$ cat src/rtl/sharpen_core.sv
// sharpen_core: 3x3 Laplacian unsharp-mask sharpener on an AXI-stream pixel pipeline
// Ports: clk/rst_n (async active-low); di_00..di_22 3x3 luma window (di_11 centre);
// in_org_pixels RGB {c2,c1,c0} for the centre; s_axis_* input handshake/sideband;
// gain sharpening gain (scale 1/16, latched per frame); m_axis_* sharpened RGB stream.
module sharpen_core #(
  parameter int PXL_D_WIDTH  = 8,
  parameter int IN_HORZ_SIZE = 1280,
  parameter int IN_VERT_SIZE = 720,
  parameter int GAIN_W       = 4
) (
  input  logic                       clk,
  input  logic                       rst_n,
  input  logic [PXL_D_WIDTH-1:0]     di_00,
  input  logic [PXL_D_WIDTH-1:0]     di_01,
  input  logic [PXL_D_WIDTH-1:0]     di_02,
  input  logic [PXL_D_WIDTH-1:0]     di_10,
  input  logic [PXL_D_WIDTH-1:0]     di_11,
  input  logic [PXL_D_WIDTH-1:0]     di_12,
  input  logic [PXL_D_WIDTH-1:0]     di_20,
  input  logic [PXL_D_WIDTH-1:0]     di_21,
  input  logic [PXL_D_WIDTH-1:0]     di_22,
  input  logic [3*PXL_D_WIDTH-1:0]   in_org_pixels,
  input  logic                       s_axis_tvalid,
  input  logic                       s_axis_tuser,
  input  logic                       s_axis_tlast,
  output logic                       s_axis_tready,
  input  logic [GAIN_W-1:0]          gain,
  output logic [3*PXL_D_WIDTH-1:0]   m_axis_tdata,
  output logic                       m_axis_tvalid,
  output logic                       m_axis_tuser,
  output logic                       m_axis_tlast,
  input  logic                       m_axis_tready
);
  localparam int P  = PXL_D_WIDTH;
  localparam int LW = P + 4;
  localparam int DW = LW + GAIN_W;
  typedef enum logic {SYNC, ACTIVE} state_t;
  state_t state;
  logic [10:0] col, pc;
  logic [9:0] row, pr;
  logic [GAIN_W-1:0] gain_r;
  logic take, eol, eof, bord;
  logic [LW-1:0] nsum;
  logic signed [LW-1:0] lap, lap1;
  logic signed [DW:0] prod;
  logic signed [DW-1:0] d2;
  logic v1, u1, l1, b1, v2, u2, l2;
  logic [3*P-1:0] o1, o2;
  function automatic logic [P-1:0] clamp(input logic [P-1:0] o, input logic signed [DW-1:0] d);
    logic signed [DW:0] s;
    s = (DW+1)'($signed({1'b0, o})) + (DW+1)'(d);
    return s[DW] ? '0 : |s[DW-1:P] ? '1 : s[P-1:0];
  endfunction
  assign s_axis_tready = m_axis_tready;
  // a tuser beat is position (0,0) regardless of the counters, which also resynchronises
  always_comb begin
    take = s_axis_tvalid & m_axis_tready & (s_axis_tuser | state == ACTIVE);
    pc   = s_axis_tuser ? '0 : col;
    pr   = s_axis_tuser ? '0 : row;
    eol  = s_axis_tlast | pc == 11'(IN_HORZ_SIZE-1);
    eof  = eol & pr == 10'(IN_VERT_SIZE-1);
    bord = pc == '0 | pc == 11'(IN_HORZ_SIZE-1) | pr == '0 | pr == 10'(IN_VERT_SIZE-1);
    nsum = LW'(di_00) + LW'(di_01) + LW'(di_02) + LW'(di_10) + LW'(di_12)
         + LW'(di_20) + LW'(di_21) + LW'(di_22);
    lap  = $signed((LW'(di_11) << 3) - nsum);
    prod = (DW+1)'(lap1) * (DW+1)'($signed({1'b0, gain_r}));
  end
  always_ff @(posedge clk or negedge rst_n)
    if (!rst_n) begin
      state  <= SYNC;
      col    <= '0;
      row    <= '0;
      gain_r <= '0;
    end else if (take) begin
      if (s_axis_tuser) gain_r <= gain;
      col   <= eol ? '0 : pc + 11'd1;
      row   <= eof ? '0 : eol ? pr + 10'd1 : pr;
      state <= eof ? SYNC : ACTIVE;
    end
  always_ff @(posedge clk or negedge rst_n)
    if (!rst_n) begin
      {v1, u1, l1, b1, lap1, o1} <= '0;
      {v2, u2, l2, d2, o2} <= '0;
      {m_axis_tvalid, m_axis_tuser, m_axis_tlast, m_axis_tdata} <= '0;
    end else if (m_axis_tready) begin
      v1   <= take;
      u1   <= s_axis_tuser & take;
      l1   <= s_axis_tlast & take;
      b1   <= bord;
      lap1 <= lap;
      o1   <= in_org_pixels;
      v2   <= v1;
      u2   <= u1;
      l2   <= l1;
      d2   <= b1 ? '0 : DW'(prod >>> 4);
      o2   <= o1;
      m_axis_tvalid <= v2;
      m_axis_tuser  <= u2;
      m_axis_tlast  <= l2;
      m_axis_tdata  <= {clamp(o2[2*P +: P], d2), clamp(o2[P +: P], d2), clamp(o2[0 +: P], d2)};
    end
endmodule

$ cat config.mk
export PLATFORM = sky130hd
export DESIGN_NAME = sharpen_core
export DESIGN_NICKNAME = d
export VERILOG_FILES = /design/src/rtl/sharpen_core.sv
export SDC_FILE = /design/constraint.sdc
export NUM_CORES = 1
export LEC_CHECK = 0
export CAP_MARGIN = 30
export CORE_MARGIN = 4
export CORE_UTILIZATION = 41
export DETAILED_ROUTE_END_ITERATION = 6
export PLACE_DENSITY = 0.65
export RECOVER_POWER = 25
export SLEW_MARGIN = 30
export SYNTH_ARGS = -nofsm -noshare
export SYNTH_HDL_FRONTEND = slang
export SYNTH_SLANG_ARGS = --single-unit
$ cat constraint.sdc
create_clock -name clk -period 6.1 [get_ports clk]
set_clock_uncertainty 0.15 [all_clocks]
set_input_delay 0.61 -clock clk [delete_from_list [all_inputs] [get_ports clk]]
set_output_delay 0.61 -clock clk [all_outputs]
set_load 0.03 [all_outputs]
==> key figures, run 1 <==
Global routing
  – Vias in the first global route: about 8,100
  – Grt ovf: 0
  – Initial antenna violation count: 0
  – Global-route wire length before repair: about 39 mm
  – Global Route Usage Sum: between 10% and 20%
  – Largest net degree at the start of global routing: roughly 80

Critical path
  – Crit path DAT: 5.13 ns
  – R2R Setup Slk: 1.80 ns
  – CP endpoint kind: flip-flop
  – Crit Path Max Fanout: 3
  – CP Data Required Time: roughly 6.3 ns
  – Worst Setup Path Type: input pin to flip-flop
  – Startpoint Class: input pin

Drt
  – Vias per cell: ~5.1
  – DRT Pass-1 Iters: 5
  – Remaining antenna violation count after routing: 0
  – DR vias: roughly 8,000
  – Drt wl/cell: 14.5 um
  – Routed wire length: roughly 23 mm
  – Residual DRC: 0
  – Drt initial violations: approximately 430

Pwr
  – Pleak: between 6 and 7 nW
  – Pwr Density: around 480 nW/um2
  – Worst VDD drop: ~230 uV

Yosys
  – Yosys reg bits: 133
  – Mapped Cells: between 1,000 and 1,500
  – Post-synth top cells: inv_1, dfrtp_1, nand2_1, fa_1, ha_1
  – Top-count cell post-synth: inv_1
  – Primary FF master, synth: dfrtp_1
  – Post-Syn Nets: 1,353
  – EDFF count, synth: 0
  – Synth unique cells: 66
  – Mapped Area: ~11,000 um2
  – Synth area leaders: dfrtp_1, fa_1, ha_1
  – Async S/R FF share, synth: 100%
  – Post-synthesis sequential area ratio: 31.5%
  – Yosys top cell area share: a little under a third
  – Avg Cell Area, Syn: roughly 9.7 um2
  – Area leader, netlist: dfrtp_1
  – YS warnings: 0

STA
  – Fin crit share: about four fifths
  – Final critical-path required period: just under 5 ns
  – Worst hold margin: about 0.33 ns
  – Final Hold Fails: 0
  – RSZ-0062 raised after global routing: no
  – Post-Route Setup TNS: 0 ns
  – Fin. max-slew vios: around 140
  – FMAX: 201 MHz
  – Slew @ Worst Pin: slightly below 3 ns
  – Final setup margin: around 1.1 ns
  – Slew HR: -95.8%
  – Final Setup Violations: 0

Floorplanning
  – Core area: 25,300 um2
  – Initial Utilization: a little over two fifths
  – Full die area: around 28,000 um2
  – Die span in y: roughly 170 um
  – # rows: between 50 and 60
  – Ports: around 130
  – Die X: between 150 and 200 um

CTS
  – CTS tree: done
  – Clock root buffer: clkbuf_16
  – Worst-Skew Late Latency: between 0.4 and 0.5 ns
  – Setup Buffers After CTS: 0
  – Clk sink count: ~130
  – Htree depth: 4
  – Num CTS Buffers: 17
  – Cts hold-fix bufs: 0
  – Post-CTS sizing: 0
  – Buffer depth of the longest clock path: 2
  – Clk pin slew, worst setup/hold paths: around 0.060 ns

Run
  – Max-capacitance violation count: 2

Status
  – Failing checks: capacitance limit, slew limit
  – Status: finished, violations left

Placement
  – Placement Setup Slack: 0.694 ns
  – Routability cong.: approximately 0.84
  – DP Wirelength: roughly 18 mm
  – Buffers on Ports: 133

Final layout
  – Area growth from synthesis to layout: 21.4%
  – Nets: roughly 1,500
  – ANT cells: 0
  – Ratio of cells with drive above 1 in the final layout: 9.36%

Hold path
  – Hold crit path type: flip-flop to flip-flop
==> per-stage QoR <==
| step | area (um2) | cells | power, mW | utilization [%] |
|---|---|---|---|---|
| 2_1_floorplan | 10600 | 1090 | 4.20 | - |
| 3_3_place_gp | 12200 | 1527 | 5.01 | 48.4 |
| 3_5_place_dp | 12200 | 1527 | 5.07 | 48.4 |
| 4_1_cts | 12900 | 1559 | 6.22 | 50.9 |
| 5_1_grt | 12800 | 1559 | 6.80 | 50.9 |
| 6_report | 12800 | 1559 | 6.15 | 50.9 |
==> layout make-up <==
| cell class | instances | area, um2 |
|---|---|---|
| Multi-Input combinational cell | 719 | 6350 |
| Clock buffer | 18 | 429 |
| Fill cell | 2312 | 12400 |
| Inverter | 208 | 781 |
| Timing Repair Buffer | 137 | 1350 |
| Clock inverter | 14 | 200 |
| Sequential cell | 133 | 3330 |
| Tap cell | 330 | 413 |
==> where the power goes <==
part           switching, mW  internal, mW
combinational           2.00          1.70
clock                  0.407         0.688
sequential             0.243          1.12
==> registers in the layout, indices dropped and copies added, names as in the netlist <==
signal and count:
d2 13, m_axis_tvalid 1, b1 1, u1 1
m_axis_tlast 1, col 11, u2 1, v1 1
l1 1, lap1 12, m_axis_tuser 1, o1 24
row 10, v2 1, l2 1, m_axis_tdata 24
o2 24, gain_r 4, state 1
==> routing by layer <==
layer | track usage [%] | wire, um | vias to the layer above
li1 | - | - | 3919
met1 | 23.1 | 10700 | 3943
met2 | 27.2 | 11000 | 125
met3 | 2.90 | 732 | 18
met4 | 3.56 | 269 | 0
met5 | 0 | 0 | -
==> critical path, cell delays in order <==
cell and delay [ns]:
clkdlybuf4s50_1 0.45, inv_1 0.05, fa_1 0.50, fa_1 0.52
fa_1 0.54, inv_1 0.05, fa_1 0.56, inv_1 0.05
ha_1 0.28, o21a_1 0.12, o21ai_0 0.19, a21boi_0 0.20
o31a_1 0.32, o2111a_1 0.27, o21a_1 0.18, o41ai_1 0.23
==> cells in the final DEF (no fill, tap or decap), types with 23 or more instances in the layout <==
master           count
o21ai_0             51
nor2_1              36
nor3_1              23
inv_1              207
a21oi_1             26
dfrtp_1            133
clkdlybuf4s50_1    131
and2_1              33
nand2_1             84
fa_1                80
mux2_2              57
ha_1                77
==> cells by family after synthesis <==
kind of cell | after synthesis | synth area share [%]
and+or+nand+nor | 261 | 12.4
buffers and inverters | 238 | 8.53
AOI/OAI and AO/OA | 217 | 15.0
adders and majority gates | 157 | 24.2
DFF | 133 | 31.5
muxes | 59 | 6.26
xor gates and xnor gates | 25 | 2.07
==> path summary, 6_finish.rpt <==
| check | from | to | cells after the start |
|---|---|---|---|
| min | v1 | v1 | 1 |
| max reg2reg | gain_r[3] | d2[11] | 14 |
| min reg2reg | v1 | v1 | 1 |
| max | di_01[1] | lap1[11] | 16 |
| max in group asynchronous | rst_n | d2[3] | 2 |
| min in group asynchronous | rst_n | col[5] | 1 |
No activity file was read; power rests on OpenSTA's default activity.
==> inputs of run 2 (changes only) <==
==> constraint.sdc (replaced) <==
create_clock -name clk -period 5.1 [get_ports clk]
set_clock_uncertainty 0.15 [all_clocks]
set_input_delay 0.51 -clock clk [delete_from_list [all_inputs] [get_ports clk]]
set_output_delay 0.51 -clock clk [all_outputs]
set_load 0.03 [all_outputs]
==> run 2 against run 1 <==
Effect of this change:
- worst setup slack worse by 0.80 ns
- clock power increased by 9%
- critical path type unchanged
- cell count increased by 0.38%
- the run still ends with capacitance limit, slew limit left
==> key figures, run 2 (same netlist as run 1, synthesis figures left out) <==
Status
  – Status: finished, violations left
  – Failing checks: capacitance limit, slew limit

CTS
  – Buffer depth of the longest clock path: 2 (unchanged)
  – Clk sink count: 133 (unchanged)
  – Clock root buffer: clkbuf_16
  – Setup Buffers After CTS: 0 (unchanged)
  – Clk pin slew, worst setup/hold paths: 0.06 ns (about the same)
  – Htree depth: 4 (unchanged)
  – CTS tree: done
  – Worst-Skew Late Latency: 0.42 ns (about the same)
  – Num CTS Buffers: 17 (unchanged)

Final layout
  – Commonest cells after routing, fill and taps aside: inv_1, dfrtp_1, clkdlybuf4s50_1
  – Area growth from synthesis to layout: 21.5% (about the same)
  – Ratio of cells with drive above 1 in the final layout: 9.88% (+0.52 points)
  – Fin cells: 1,565 (+0.38%)
  – Commonest non-fill, non-tap cell in the layout: inv_1
  – Regs by FF count: m_axis_tdata: 24 flops, o1: 24 flops, o2: 24 flops
  – Nets: 1,485 (+0.41%)
  – Fillers: 2,326 (+0.61%)
  – ANT cells: 0 (unchanged)
  – Cell area after layout: 12,900 um2 (about the same)

Floorplanning
  – Full die area: 28,400 um2 (unchanged)
  – Initial Utilization: 41.9% (unchanged)
  – # rows: 58 (unchanged)
  – Die X: 169 um (unchanged)
  – Die span in y: 169 um (unchanged)
  – Core area: 25,300 um2 (unchanged)
  – Ports: 134 (unchanged)

Pwr
  – Clock share of power: 16.5% (-1.3 points)
  – Pleak: 6.12 nW (+0.16%)
  – Pwr Density: 568 nW/um2 (+19%)
  – Internal Power: 4.15 mW (+19%)
  – Worst VDD drop: 285 uV (+22%)
  – Sw Ratio: 43.2% (+0.12 points)
  – Combinational power share: 61.3% (+1.2 points)
  – Switch Pwr: 3.15 mW (+19%)
  – Flop pwr share: 22.2% (about the same)

Critical path
  – Cell family with most CP delay: adder cells
  – Crit path DAT: 4.94 ns (-0.19 ns)
  – CP peak stage delay: 0.56 ns (about the same)
  – Critical Path Most Common Cell: fa_1
  – Slowest stage cell on the critical path: fa_1
  – Crit Path Max Fanout: 2 (-1)
  – CP Data Required Time: 5.27 ns (-0.99 ns)
  – Worst Path Buf+Inv: 5 (+1)
  – Startpoint Class: input pin
  – Critical path, cell by cell: clkdlybuf4s50_1 -> inv_1 -> fa_1 -> fa_1 -> fa_1 -> inv_1 -> fa_1 -> inv_1 -> ha_1 -> o21a_1 -> o21ai_1 -> a21boi_0 -> o31a_1 -> buf_4 -> o21a_1 -> o21a_1 -> o31ai_1
  – CP endpoint kind: flip-flop
  – Worst Setup Path Type: input pin to flip-flop

Drt
  – Routed wire length: 22.3 mm (-1.5%)
  – Drt initial violations: 361 (-16%)
  – DRT Pass-1 Iters: 4 (-1)
  – Residual DRC: 0 (unchanged)
  – Vias per cell: 5.06 (-1.5%)
  – Drt wl/cell: 14.2 um (-1.9%)
  – Remaining antenna violation count after routing: 0 (unchanged)
  – DR vias: 7,915 (-1.1%)

Global routing
  – Initial antenna violation count: 0 (unchanged)
  – Global-route wire length before repair: 38.3 mm (-1.9%)
  – Largest net degree at the start of global routing: 81 (unchanged)
  – Grt ovf: 0 (unchanged)
  – Vias in the first global route: 7,850 (-3.3%)
  – Global Route Usage Sum: 16.2% (-0.27 points)

Run
  – Max-capacitance violation count: 1 (-1)

STA
  – Final Hold Fails: 0 (unchanged)
  – Final Setup Violations: 0 (unchanged)
  – Fin crit share: between 90% and 100%
  – Final setup margin: 0.330 ns (-0.801 ns)
  – Final critical-path required period: roughly 4.8 ns
  – Slew @ Worst Pin: 3.73 ns (+0.797 ns)
  – Slew HR: -149% (-53 points)
  – FMAX: ~210 MHz
  – RSZ-0062 raised after global routing: no
  – Fin. max-slew vios: 81 (-40%)
  – Post-Route Setup TNS: 0 ns (unchanged)

Placement
  – Buffers on Ports: 133 (unchanged)
  – Routability cong.: 0.854 (+1.2%)
  – Post-Place Cell Area: 12,300 um2 (+0.34%)
  – DP Wirelength: 17.4 mm (-1.4%)
  – Placement Setup Slack: -0.185 ns (-0.879 ns)
  – Placed cells: 1,533 (+0.39%)

Hold path
  – Hold crit path type: flip-flop to flip-flop
[run 2: worst paths after layout]
path                       depth (start not counted)               to  slack (ns)       from
setup / recovery                                  17          lap1[7]        0.33   di_01[1]
hold / removal                                     2            state        0.34      state
setup reg to reg                                  14           d2[10]        0.78  gain_r[2]
hold reg to reg                                    2            state        0.34      state
max in group asynchronous                          2  m_axis_tdata[3]        1.19      rst_n
min in group asynchronous                          1            state        1.44      rst_n
[run 2: cell type report]
class                   count  area [um2]  share of cell area [%]
multi-input cells         719        6350                    49.4
flip-flops and latches    133        3330                    25.9
repair buffers            143        1400                    10.9
inverters                 208         781                    6.07
clock buffers              18         429                    3.34
well taps                 330         413                    3.21
clock inverters            14         151                    1.18
[run 2: timing repair]
action | 4_1_cts | 5_1_grt
hold buffers | 0 | 0
gates resized for setup | 0 | 1
endpoints found under the setup margin | 0 | 2
[run 2: power groups by stage]
stage                     registers [mW]  clock network, mW  logic (mW)
final                               1.62               1.20        4.48
after detailed placement            1.64                  0        4.50
after global routing                1.66               1.29        5.14
after CTS                           1.62               1.23        4.54
after global placement              1.64                  0        4.44
after floorplan                     1.70                  0        3.32
[run 2: worst register-to-register path, cell delays in order, from the launching register on]
cell       delay [ns]
dfrtp_1          0.52
and2_1           0.22
ha_1             0.31
fa_1             0.53
inv_1            0.05
fa_1             0.52
inv_1            0.04
ha_1             0.32
nand2_1          0.05
or3_1            0.35
a31oi_1          0.32
o2111ai_2        0.19
a21boi_2         0.26
nor3_1           0.07
o32ai_1          0.29
[run 2: per-layer routing]
metal | vias up | track usage, % | wire length [um]
li1 | 3942 | - | -
met1 | 3851 | 23.2 | 10900
met2 | 110 | 26.2 | 10600
met3 | 12 | 2.76 | 615
met4 | 0 | 3.63 | 159
met5 | - | 0 | 0
[run 2: metrics by stage]
| step | hold slack (ns) | utilization [%] | total power, mW |
|---|---|---|---|
| 6_report | 0.336 | 50.9 | 7.31 |
| 5_1_grt | 0.364 | 50.9 | 8.10 |
| 4_1_cts | 0.0217 | 50.9 | 7.40 |
| 3_5_place_dp | 0.316 | 48.6 | 6.14 |
| 3_3_place_gp | 0.315 | 48.6 | 6.08 |
| 2_1_floorplan | 0.0644 | - | 5.02 |
